**src/rtl/muldiv_unit.sv**
```systemverilog
// Iterative MIPS multiply/divide unit with HI/LO registers, one radix-2 step per cycle.
// The divider is built only when MDU_DIVIDE_EN is defined; otherwise DIV/DIVU are reserved.
module muldiv_unit #(
  parameter int WIDTH = 32
) (
  input  logic             clk,
  input  logic             reset,
  input  logic             start,
  input  logic [2:0]       op,
  input  logic [WIDTH-1:0] x,
  input  logic [WIDTH-1:0] y,
  output logic             busy,
  output logic             done,
  output logic             div_zero,
  output logic [WIDTH-1:0] hi,
  output logic [WIDTH-1:0] lo,
  output logic [1:0]       o_state
);

  localparam int CW = $clog2(WIDTH + 1);

  localparam logic [2:0] OP_MULT  = 3'b000;
  localparam logic [2:0] OP_MULTU = 3'b001;
  localparam logic [2:0] OP_DIV   = 3'b010;
  localparam logic [2:0] OP_DIVU  = 3'b011;
  localparam logic [2:0] OP_MTHI  = 3'b100;
  localparam logic [2:0] OP_MTLO  = 3'b101;

  typedef enum logic [1:0] {
    S_IDLE = 2'd0,
    S_RUN  = 2'd1,
    S_FIX  = 2'd2
  } state_t;

  state_t             r_state;
  logic [CW-1:0]      r_cnt;
  logic [2*WIDTH-1:0] r_acc;
  logic [WIDTH-1:0]   r_opb;
  logic               r_neg_lo;
  logic               r_busy;
  logic               r_done;
  logic [WIDTH-1:0]   r_hi;
  logic [WIDTH-1:0]   r_lo;
`ifdef MDU_DIVIDE_EN
  logic               r_is_div;
  logic               r_neg_hi;
  logic               r_dz;
`endif

  logic               w_is_mul_op;
  logic               w_is_div_op;
  logic               w_signed;
  logic [WIDTH-1:0]   w_xa;
  logic [WIDTH-1:0]   w_ya;
  logic [WIDTH-1:0]   w_addend;
  logic [WIDTH:0]     w_sum;
  logic [2*WIDTH-1:0] w_step;
  logic [2*WIDTH-1:0] w_prod;
  logic [WIDTH-1:0]   w_res_hi;
  logic [WIDTH-1:0]   w_res_lo;
`ifdef MDU_DIVIDE_EN
  logic [WIDTH:0]     w_sh;
  logic [WIDTH-1:0]   w_diff;
  logic [2*WIDTH-1:0] w_div_next;
  logic [WIDTH-1:0]   w_quo;
  logic [WIDTH-1:0]   w_rem;
`endif

  // Operand decode and magnitude extraction for the signed forms.
  always_comb begin
    w_is_mul_op = (op == OP_MULT) || (op == OP_MULTU);
`ifdef MDU_DIVIDE_EN
    w_is_div_op = (op == OP_DIV) || (op == OP_DIVU);
`else
    w_is_div_op = 1'b0;
`endif
    w_signed = (op == OP_MULT) || (op == OP_DIV);
    w_xa     = (w_signed && x[WIDTH-1]) ? -x : x;
    w_ya     = (w_signed && y[WIDTH-1]) ? -y : y;
  end

  // Shift-add multiply: r_acc = {partial upper, multiplier shifting out}.
  always_comb begin
    w_addend = r_acc[0] ? r_opb : '0;
    w_sum    = {1'b0, r_acc[2*WIDTH-1:WIDTH]} + {1'b0, w_addend};
    w_step   = {w_sum, r_acc[WIDTH-1:1]};
    w_prod   = r_neg_lo ? -r_acc : r_acc;
    w_res_hi = w_prod[2*WIDTH-1:WIDTH];
    w_res_lo = w_prod[WIDTH-1:0];
`ifdef MDU_DIVIDE_EN
    // Restoring divide: r_acc = {remainder, dividend shifting into quotient}.
    w_sh   = {r_acc[2*WIDTH-1:WIDTH], r_acc[WIDTH-1]};
    w_diff = w_sh[WIDTH-1:0] - r_opb;
    if (w_sh >= {1'b0, r_opb})
      w_div_next = {w_diff, r_acc[WIDTH-2:0], 1'b1};
    else
      w_div_next = {w_sh[WIDTH-1:0], r_acc[WIDTH-2:0], 1'b0};
    w_quo = r_neg_lo ? -r_acc[WIDTH-1:0] : r_acc[WIDTH-1:0];
    w_rem = r_neg_hi ? -r_acc[2*WIDTH-1:WIDTH] : r_acc[2*WIDTH-1:WIDTH];
    if (r_is_div) begin
      w_step   = w_div_next;
      w_res_hi = w_rem;
      w_res_lo = w_quo;
    end
`endif
  end

  always_ff @(posedge clk) begin
    if (reset) begin
      r_state  <= S_IDLE;
      r_cnt    <= '0;
      r_acc    <= '0;
      r_opb    <= '0;
      r_neg_lo <= 1'b0;
      r_busy   <= 1'b0;
      r_done   <= 1'b0;
      r_hi     <= '0;
      r_lo     <= '0;
`ifdef MDU_DIVIDE_EN
      r_is_div <= 1'b0;
      r_neg_hi <= 1'b0;
      r_dz     <= 1'b0;
`endif
    end else begin
      r_done <= 1'b0;
      case (r_state)
        S_IDLE: begin
          if (start) begin
            if (w_is_div_op && (y == '0)) begin
`ifdef MDU_DIVIDE_EN
              r_dz <= 1'b1;
`endif
              r_done <= 1'b1;
            end else if (w_is_mul_op || w_is_div_op) begin
`ifdef MDU_DIVIDE_EN
              r_dz     <= 1'b0;
              r_is_div <= w_is_div_op;
              r_neg_hi <= w_signed && x[WIDTH-1];
`endif
              r_state  <= S_RUN;
              r_busy   <= 1'b1;
              r_cnt    <= CW'(WIDTH);
              r_opb    <= w_is_div_op ? w_ya : w_xa;
              r_acc    <= {{WIDTH{1'b0}}, (w_is_div_op ? w_xa : w_ya)};
              r_neg_lo <= w_signed && (x[WIDTH-1] ^ y[WIDTH-1]);
            end else if (op == OP_MTHI) begin
`ifdef MDU_DIVIDE_EN
              r_dz <= 1'b0;
`endif
              r_hi <= x;
            end else if (op == OP_MTLO) begin
`ifdef MDU_DIVIDE_EN
              r_dz <= 1'b0;
`endif
              r_lo <= x;
            end
          end
        end
        S_RUN: begin
          r_acc <= w_step;
          r_cnt <= r_cnt - CW'(1);
          if (r_cnt == CW'(1)) r_state <= S_FIX;
        end
        S_FIX: begin
          r_hi    <= w_res_hi;
          r_lo    <= w_res_lo;
          r_busy  <= 1'b0;
          r_done  <= 1'b1;
          r_state <= S_IDLE;
        end
        default: r_state <= S_IDLE;
      endcase
    end
  end

  assign busy    = r_busy;
  assign done    = r_done;
  assign hi      = r_hi;
  assign lo      = r_lo;
  assign o_state = r_state;
`ifdef MDU_DIVIDE_EN
  assign div_zero = r_dz;
`else
  assign div_zero = 1'b0;
`endif

endmodule

```
**config.mk**
```make
export PLATFORM = sky130hd
export DESIGN_NAME = muldiv_unit
export DESIGN_NICKNAME = d
export VERILOG_FILES = /design/src/rtl/muldiv_unit.sv
export SDC_FILE = /design/constraint.sdc
export NUM_CORES = 1
export LEC_CHECK = 0
export BUFFER_PORTS_ARGS = -buffer_cell sky130_fd_sc_hd__buf_2
export CAP_MARGIN = 20
export CORE_MARGIN = 2
export CORE_UTILIZATION = 35
export DETAILED_ROUTE_END_ITERATION = 8
export GPL_ROUTABILITY_DRIVEN = 0
export GPL_TIMING_DRIVEN = 0
export PLACE_DENSITY_LB_ADDON = 0.25
export SYNTH_ARGS = -nofsm -noshare
export SYNTH_HDL_FRONTEND = slang
export SYNTH_SLANG_ARGS = --single-unit
export TNS_END_PERCENT = 50
```
**constraint.sdc**
```tcl
create_clock -name clk -period 4.7 [get_ports clk]
set_clock_uncertainty 0.1 [all_clocks]
set_input_delay 0.47 -clock clk [delete_from_list [all_inputs] [get_ports clk]]
set_output_delay 0.47 -clock clk [all_outputs]
set_load 0.005 [all_outputs]
```
==> results of run 1 <==
==> state kept, by name (all words and copies together), names as in the netlist <==
name and cells:
hi 32, busy 1, r_acc 64, lo 32, done 1, r_neg_lo 1
r_cnt 6, r_opb 32, o_state 2
==> per-layer routing <==
layer	part of all wire [%]	wire, µm	track usage (%)
met5	0	0	0
met4	3.9	1662	10.82
met3	7.2	3047	3.265
met2	46	19400	40.62
met1	43	18030	33.30
==> cells by family (layout without fill, tap and decap cells) <==
kind of cell / after synthesis / in the layout / share of synthesized area, %
buffers and inverters: 118 / 286 / 4.522
muxes: 35 / 35 / 3.209
adders and majority gates: 38 / 38 / 4.408
xor gates and xnor gates: 133 / 133 / 10.63
AOI/OAI and AO/OA: 414 / 414 / 24.65
DFF: 171 / 171 / 31.24
other: 1 / 1 / 0.03423
and+or+nand+nor: 476 / 476 / 21.30
==> report_power, final <==
part           total, µW  leakage, µW  switching (µW)  internal [µW]
registers           1540      0.00139            43.7           1500
clock network       1430     0.000279             628            804
logic                570      0.00327             369            201
==> synth_stat cells (all sizes together) (13+ instances only) <==
library cell,number,area share (%)
a222oi,19,1.7
nor3,40,1.9
inv,25,0.86
a211oi,59,4.0
xor2,53,4.2
or4,16,1.2
a21oi,107,4.9
nand2,107,3.7
or3,23,1.4
a22oi,14,0.96
clkbuf,80,2.9
and2,38,2.2
ha,37,4.2
nand3,15,0.80
o31ai,31,2.1
o21ai,91,4.2
nor4,17,1.1
nand2b,15,0.86
mux2i,34,3.1
dfxtp,171,31
xnor2,80,6.4
o41ai,13,1.0
nor2,172,5.9
==> stage by stage <==
| step | worst slack [ns] | TNS, ns | cell area (µm²) | utilization [%] |
|---|---|---|---|---|
| after floorplan | 1.385 | 0 | 10960 | - |
| after detailed placement | -0.01997 | -0.01997 | 12140 | 39.58 |
| after global routing | 0.2054 | 0 | 12720 | 41.48 |
| final | 0.5125 | 0 | 12720 | 41.48 |
| after CTS | 0.2261 | 0 | 12720 | 41.49 |
| after global placement | -0.04148 | -0.04148 | 12130 | 39.56 |
==> worst min-delay path, stage by stage <==
cell	delay [ns]
buf_2	0.14
nand3_1	0.07
a21oi_1	0.05
==> final cells by class <==
cell class	instances	area, µm²
fill	3200	17950
buffer	92	399.1
tap	396	495.5
inverter	25	93.84
sequential	171	3423
timing repair buffer	137	685.7
multi-input combinational	1097	7038
clock inverter	8	83.83
clock buffer	24	501.7
==> final timing paths <==
check	slack [ns]	from	cells past startpoint	to
min reg2reg	0.36	hi[2]	2	hi[2]
max reg2reg	0.51	r_acc[0]	14	r_acc[60]
min	0.25	y[31]	3	r_acc[31]
max	0.51	r_acc[0]	14	r_acc[60]
==> flow_summary.toml, run 1 <==
[sta]
tightest_slew_ns = 1.035
setup_viol_count_final = 0
period_minus_slack_ns = 4.187
fmax_ghz = 0.2388
slew_headroom_pct = 30.48
drv_slew = 0
hold_violations = 0
fin_crit_sh_pct = 89.09
whs_ns = 0.2458
rsz0062_at_grt = "no"

[worst_setup_path]
cp.arrival_ns = 4.42
critPathMaxStageDelay_ns = 0.45
cp.required_ns = 4.93
crit_family = "compound AO/OA/AOI/OAI gates"
critical_path_class = "reg -> reg"
cp_max_fo = 19
path_cells = "clkbuf_2 > clkbuf_1 > and2_1 > ha_1 > clkbuf_1 > nand4_1 > a21oi_1 > a21oi_1 > a211o_1 > a41oi_1 > o21ai_0 > a21oi_1 > nor3_1 > a211o_1"
crit_path_end_kind = "flip-flop"
crit_slowest_cell = "a41oi_1"
crit_path_start_kind = "flip-flop"
crit_buf_inv = 3
crit_top_cell = "a21oi_1"

[power_and_ir_drop]
leakagePower_uw = 0.004938
p_total_uw = 3542
vdd_drop_max_mv = 0.2733
p_per_area_mw_per_mm2 = 278.5

[final_layout]
layout_commonest_cell = "nor2_1"
drive_above_1_share_pct = 12.81
insertedDiodeCount = 0
area_growth_pct = 16.10
layout.nets = 1649
fin_cells = 1950
final_cell_mix = "172 x nor2_1, 171 x dfxtp_1, 138 x buf_2"

[drt]
num_vias = 11400
ant_nets = 0
routed_wirelength_um = 42140
viasPerCell = 5.846
drc_errors = 0
first_iter_violations = 1521
first_pass_iters = 6
routedWlPerCell_um = 21.61

[synthesis]
syn_inst = 1386
syn_area_mm2 = 0.01096
seq_area_frac_synth_pct = 31.24
ys.flop_type = "dfxtp_1"
syn_nets = 1494
async_flop_share_pct = 0
ys_types = 75
syn_area_per_cell_um2 = 7.905
ys_ff_latch = 171
synth-edff-count = 0
ys_warn_count = 0

[clock_network]
cts_hold_repair.buffers = 0
cts_resized = 1
cts_max_path_buffers = 2
path_clk_slew_ns = 0.07
cts_root_buf = "clkbuf_16"
cts_sinks = 171
cts_buffers = 17
clkLatencyLatePin_ns = 0.44
cts_tree = "built"
cts_setup_buffers = 0
htreeDepth = 4

[global_routing]
grt_max_degree = 17
grt_pass1_vias = 10600
track_usage_pct = 25.02
overflow = 0
grt_pass1_wl_um = 63320
antenna_found_initial = 0

[placed_design]
io_buffers = 136
dp_hpwl_um = 32120
dp.cells = 1919

[status]
outcome = "complete, no violations"

[die]
die_h_um = 180.9
rows = 64
die-area_mm2 = 0.03274
initial_core_util_pct = 35.73
die_w_um = 180.9
io-pin-count = 139
coreArea_mm2 = 0.03067

[min_path]
hold_path_class = "in -> reg"

[run]
cap_viol_max_count = 0
No activity file was read; power rests on OpenSTA's default activity.
==> inputs of run 2 (changes only) <==
Settings changed: ABC_AREA set to 1.
==> run 2 against run 1 <==
Sequential power hardly changed. Clock-buffer cell count is 6 lower. Highest routed layer unchanged. Critical endpoint is now r_acc[55]. Hold slack worse by 0.011 ns. Sequential cell count stayed put.
==> flow_summary.toml, run 2 <==
[status]
outcome = "complete, no violations"

[global_routing]
grt_pass1_vias = 15350
grt_max_degree = 17
overflow = 0
track_usage_pct = 28.50
grt_pass1_wl_um = 88350
antenna_found_initial = 0

[worst_setup_path]
critical_path_class = "reg -> reg"
crit_slowest_cell = "clkbuf_1"
crit_path_start_kind = "flip-flop"
path_cells = "buf_6 > clkbuf_1 > nand2_1 > inv_1 > ha_1 > inv_1 > fa_1 > inv_1 > nand3_1 > nand3_1 > nand2_1 > nand2_1 > nand2_1 > nand3_1 > nand2_1 > nand3_1 > a21oi_1"
cp.required_ns = 4.93
cp_max_fo = 10
cp.arrival_ns = 3.38
critPathMaxStageDelay_ns = 0.48
crit_path_end_kind = "flip-flop"
crit_top_cell = "nand2_1"

[synthesis]
ys_types = 49
ys_warn_count = 0
async_flop_share_pct = 0
seq_area_frac_synth_pct = 25.14
synth_largest_area_cell = "dfxtp_1"
synth-edff-count = 0
ys.flop_type = "dfxtp_1"
syn_nets = 2476
synth_top_cells_by_area = "dfxtp_1 25%, nand2_1 18%, nor2_1 8.6%"
yosysTopAreaCellShare_pct = 25.14
yosysMostFrequentCell = "nand2_1"
syn_area_per_cell_um2 = 5.751
synthTopCellsByCount = "637 x nand2_1, 311 x nor2_1, 305 x inv_1, 202 x nand3_1, 184 x a21oi_1"
syn_area_mm2 = 0.01362
ys_ff_latch = 171
syn_inst = 2368

[power_and_ir_drop]
p_total_uw = 3805
power.switching_uw = 1285
combPwrFrac_pct = 19.9
leakagePower_uw = 0.008032
switching_share_pct = 33.77
p_per_area_mw_per_mm2 = 244.9
power.share.clock_pct = 39.3
vdd_drop_max_mv = 0.2289
seqPwrFrac_pct = 40.8
internal_power_uw = 2520

[sta]
hold_violations = 0
slew_headroom_pct = 31.04
whs_ns = 0.2349
drv_slew = 0
fin_crit_sh_pct = 66.94
setup_viol_count_final = 0
rsz0062_at_grt = "no"
tightest_slew_ns = 1.034
period_minus_slack_ns = 3.146
setup_tns_ns = 0
fmax_ghz = 0.3179

[drt]
routedWlPerCell_um = 19.30
drc_errors = 0
ant_nets = 0
num_vias = 16550
first_pass_iters = 7
routed_wirelength_um = 58950
viasPerCell = 5.420
first_iter_violations = 1973

[clock_network]
cts_setup_buffers = 0
cts_max_path_buffers = 2
cts_sinks = 171
path_clk_slew_ns = 0.07
cts_buffers = 17
clkLatencyLatePin_ns = 0.47
cts_resized = 0
htreeDepth = 4
cts_hold_repair.buffers = 0
cts_root_buf = "clkbuf_16"
cts_tree = "built"

[die]
die-area_mm2 = 0.04051
die_h_um = 201.3
coreArea_mm2 = 0.03856
die_w_um = 201.3
initial_core_util_pct = 35.32
rows = 72
io-pin-count = 139

[placed_design]
dp_hpwl_um = 48590
dp.cells = 3022
io_buffers = 136

[final_layout]
layout.nets = 2631
top_register = "r_acc"
area_growth_pct = 14.07
fin_cells = 3054
final_cell_mix = "637 x nand2_1, 311 x nor2_1, 305 x inv_1"
largest_reg_flops = 64
insertedDiodeCount = 0
layout_commonest_cell = "nand2_1"
drive_above_1_share_pct = 12.15
fill_cells = 4303

[min_path]
hold_path_class = "in -> reg"

[run]
cap_viol_max_count = 0
-- run 2: cell types whose count changed after synthesis, moves of 34 or more --
cell	delta
xor2_1	-36
xnor2_1	-78
nand2_1	+530
a21oi_1	+77
nor2_1	+139
o21ai_0	+58
mux2i_1	-34
a211oi_1	-59
nand3_1	+188
and2_1	-34
clkbuf_1	-35
inv_1	+280
-- run 2: cell type report --
| class | instances | area (µm²) | area share [%] |
|---|---|---|---|
| multi-input cells | 1785 | 8591 | 55.29 |
| inverters | 330 | 1239 | 7.973 |
| plain buffers | 82 | 366.6 | 2.360 |
| well taps | 518 | 648.1 | 4.172 |
| flip-flops and latches | 171 | 3423 | 22.03 |
| repair buffers | 136 | 680.7 | 4.381 |
| clock buffers | 18 | 429.2 | 2.762 |
| clock inverters | 14 | 158.9 | 1.023 |
-- run 2: cells by family (layout without fill, tap and decap cells) --
kind of cell	count (synthesis)	count (layout)	synth area share, %
adders and majority gates	38	38	3.546
AOI/OAI and AO/OA	427	427	16.87
DFF	171	171	25.14
xor gates and xnor gates	19	19	1.222
and+or+nand+nor	1300	1300	41.41
other	1	1	0.02753
buffers and inverters	412	580	11.79
-- run 2: worst max-delay path: cells and delay by family (launching register included) --
| kind | cells | cell delay, ns |
|---|---|---|
| and+or+nand+nor | 9 | 1.04 |
| adders and majority gates | 2 | 0.54 |
| buffers and inverters | 5 | 0.93 |
| AOI/OAI and AO/OA | 1 | 0.08 |
| DFF | 1 | 0.33 |
-- run 2: power by group through the flow --
stage                     Sequential, µW  Combinational [µW]  Clock, µW
after floorplan                     1570                 471          0
after global placement              1580                 724          0
after detailed placement            1580                 732          0
after CTS                           1550                 735       1490
after global routing                1560                 820       1550
final                               1550                 757       1490
-- run 2: through the flow --
step,utilization [%],area (µm²),setup WS [ns]
floorplan,-,13620,2.357
global placement,38.77,14950,1.716
detailed placement,38.77,14950,1.639
CTS,40.29,15540,1.619
global route,40.29,15540,1.255
finish,40.29,15540,1.554
-- run 2: path summary, 6_finish.rpt --
path,start,end,slack [ns],cells after the start
setup / recovery,r_acc[0],r_acc[55],1.55,17
hold reg to reg,r_opb[1],r_opb[1],0.36,2
setup reg to reg,r_acc[0],r_acc[55],1.55,17
hold / removal,y[18],r_acc[18],0.23,3
-- run 2: layer usage --
metal / share of wire (%) / GRT usage (%) / up-vias / wire [µm]
met5: 0 / 0 / - / 0
met4: 4.9 / 14.05 / 0 / 2885
met3: 10 / 6.835 / 154 / 5981
met2: 42 / 43.30 / 881 / 24920
met1: 43 / 37.74 / 7589 / 25160
li1: - / - / 7930 / -
==> inputs of run 3 (changes only) <==
Clock period 4.7 ns to 2.6 ns, I/O delays scaled along.
==> run 3 against run 2 <==
Core utilization increased by 0.77 points. First-iteration DRC count increased by 3.1%. Non-clock buffer count is 10 higher. Via count increased by 0.94%. Critical path type unchanged. Critical endpoint is now lo[18]. Largest power group unchanged.
==> flow_summary.toml, run 3 (synthesis results as in run 2) <==
[drt]
first_iter_violations = 2035
num_vias = 16710
viasPerCell = 5.454
drc_errors = 0
routed_wirelength_um = 59300
first_pass_iters = 6
ant_nets = 0
routedWlPerCell_um = 19.35

[sta]
tightest_slew_ns = 0.9837
period_minus_slack_ns = 2.542
setup_viol_count_final = 0
drv_slew = 0
setup_tns_ns = 0
hold_violations = 0
slew_headroom_pct = 34.42
fin_crit_sh_pct = 97.76
fmax_ghz = 0.3934
rsz0062_at_grt = "yes"

[worst_setup_path]
crit_path_end_kind = "flip-flop"
timing.rr.start = "r_acc[0]"
r2r-end = "lo[18]"
rrSetupSlack_ns = 0.06
cp_max_fo = 4
startpoint = "r_acc[0]"
reg2reg_depth = 11
cp.arrival_ns = 2.76
cp.required_ns = 2.82
critical_path_class = "reg -> reg"
crit_path_start_kind = "flip-flop"

[clock_network]
cts_sinks = 171
path_clk_slew_ns = 0.08
cts_root_buf = "clkbuf_16"
htreeDepth = 4
cts_buffers = 17
cts_hold_repair.buffers = 0
cts_max_path_buffers = 2
clkLatencyLatePin_ns = 0.46
cts_tree = "built"

[power_and_ir_drop]
internal_power_uw = 4578
power.switching_uw = 2343
power.share.clock_pct = 39.2
combPwrFrac_pct = 20.2
seqPwrFrac_pct = 40.6
vdd_drop_max_mv = 0.4124
p_per_area_mw_per_mm2 = 437.2
switching_share_pct = 33.85
leakagePower_uw = 0.008123

[min_path]
holdPathStages = 3
hold_path_startpoint = "y[18]"
hold_path_class = "in -> reg"
hold_path_end = "r_acc[18]"

[die]
initial_core_util_pct = 35.32
io-pin-count = 139
die_w_um = 201.3
die_h_um = 201.3
coreArea_mm2 = 0.03856
die-area_mm2 = 0.04051
rows = 72

[final_layout]
drive_above_1_share_pct = 14.41
largest_reg_flops = 64
layout.nets = 2641
layout_commonest_cell = "nand2_1"
top_register = "r_acc"
fin_cells = 3064
area_growth_pct = 16.24
insertedDiodeCount = 0
fill_cells = 4279
final_cell_mix = "621 x nand2_1, 305 x nor2_1, 304 x inv_1"

[run]
cap_viol_max_count = 0

[global_routing]
antenna_found_initial = 0
overflow = 0
track_usage_pct = 28.52
grt_pass1_vias = 15380
grt_max_degree = 17
grt_pass1_wl_um = 88410

[status]
outcome = "complete, no violations"

[placed_design]
dp.cells = 3022
io_buffers = 136
dp_hpwl_um = 48590
[run 3: layout make-up]
cell class | count | area (µm²) | area share [%]
Tap cell | 518 | 648.1 | 4.094
Clock buffer | 18 | 429.2 | 2.711
Timing Repair Buffer | 146 | 770.7 | 4.868
Inverter | 330 | 1239 | 7.824
Clock inverter | 14 | 158.9 | 1.004
Buffer | 82 | 389.1 | 2.458
Multi-Input combinational cell | 1785 | 8770 | 55.39
Sequential cell | 171 | 3427 | 21.65
[run 3: worst max-delay path by stage]
stage | endpoint | cells past startpoint | slack (ns)
final | lo[18] | 11 | 0.06
after global routing | r_acc[59] | 14 | -0.04
after CTS | r_acc[55] | 17 | -0.01
after detailed placement | r_acc[55] | 17 | -0.46
after global placement | r_acc[55] | 17 | -0.38
after floorplan | r_acc[55] | 17 | 0.26
[run 3: metal layers]
metal / vias up / part of all wire [%] / GRT usage, %
li1: 7944 / - / -
met4: 0 / 5.1 / 14.08
met2: 902 / 42 / 43.35
met5: - / 0 / 0
met3: 171 / 10 / 6.932
met1: 7693 / 42 / 37.69
[run 3: repair_timing]
action,in CTS,in global routing
pin swaps,0,3
resized for setup,7,56
setup endpoints to repair,27,24
buffers inserted,2,6
gates cloned,0,2
[run 3: power by group through the flow]
stage	clock network [µW]	registers, µW	logic, µW
after floorplan	0	2840	852
after global placement	0	2860	1310
after CTS	2690	2810	1330
final	2710	2810	1400
after global routing	2790	2820	1510
after detailed placement	0	2860	1320
[run 3: worst max-delay path: stages, from the launching register on]
cell	delay [ns]
dfxtp_4	0.37
buf_2	0.18
buf_4	0.15
inv_2	0.07
ha_2	0.21
nand2_1	0.07
nor2_1	0.17
nand3_2	0.18
nand2_1	0.13
o21ai_0	0.12
o21ai_0	0.53
a21oi_1	0.12
[run 3: stage by stage]
step / hold WS (ns) / setup slack [ns] / utilization (%) / power (µW) / area, µm²
5_1_grt: 0.04475 / -0.04090 / 41.06 / 7124 / 15830
3_3_place_gp: 0.3438 / -0.3842 / 38.77 / 4173 / 14950
2_1_floorplan: 0.2959 / 0.2571 / - / 3690 / 13620
6_report: 0.02423 / 0.05818 / 41.06 / 6921 / 15830
3_5_place_dp: 0.3466 / -0.4614 / 38.77 / 4187 / 14950
4_1_cts: 0.02047 / -0.01050 / 40.38 / 6828 / 15570
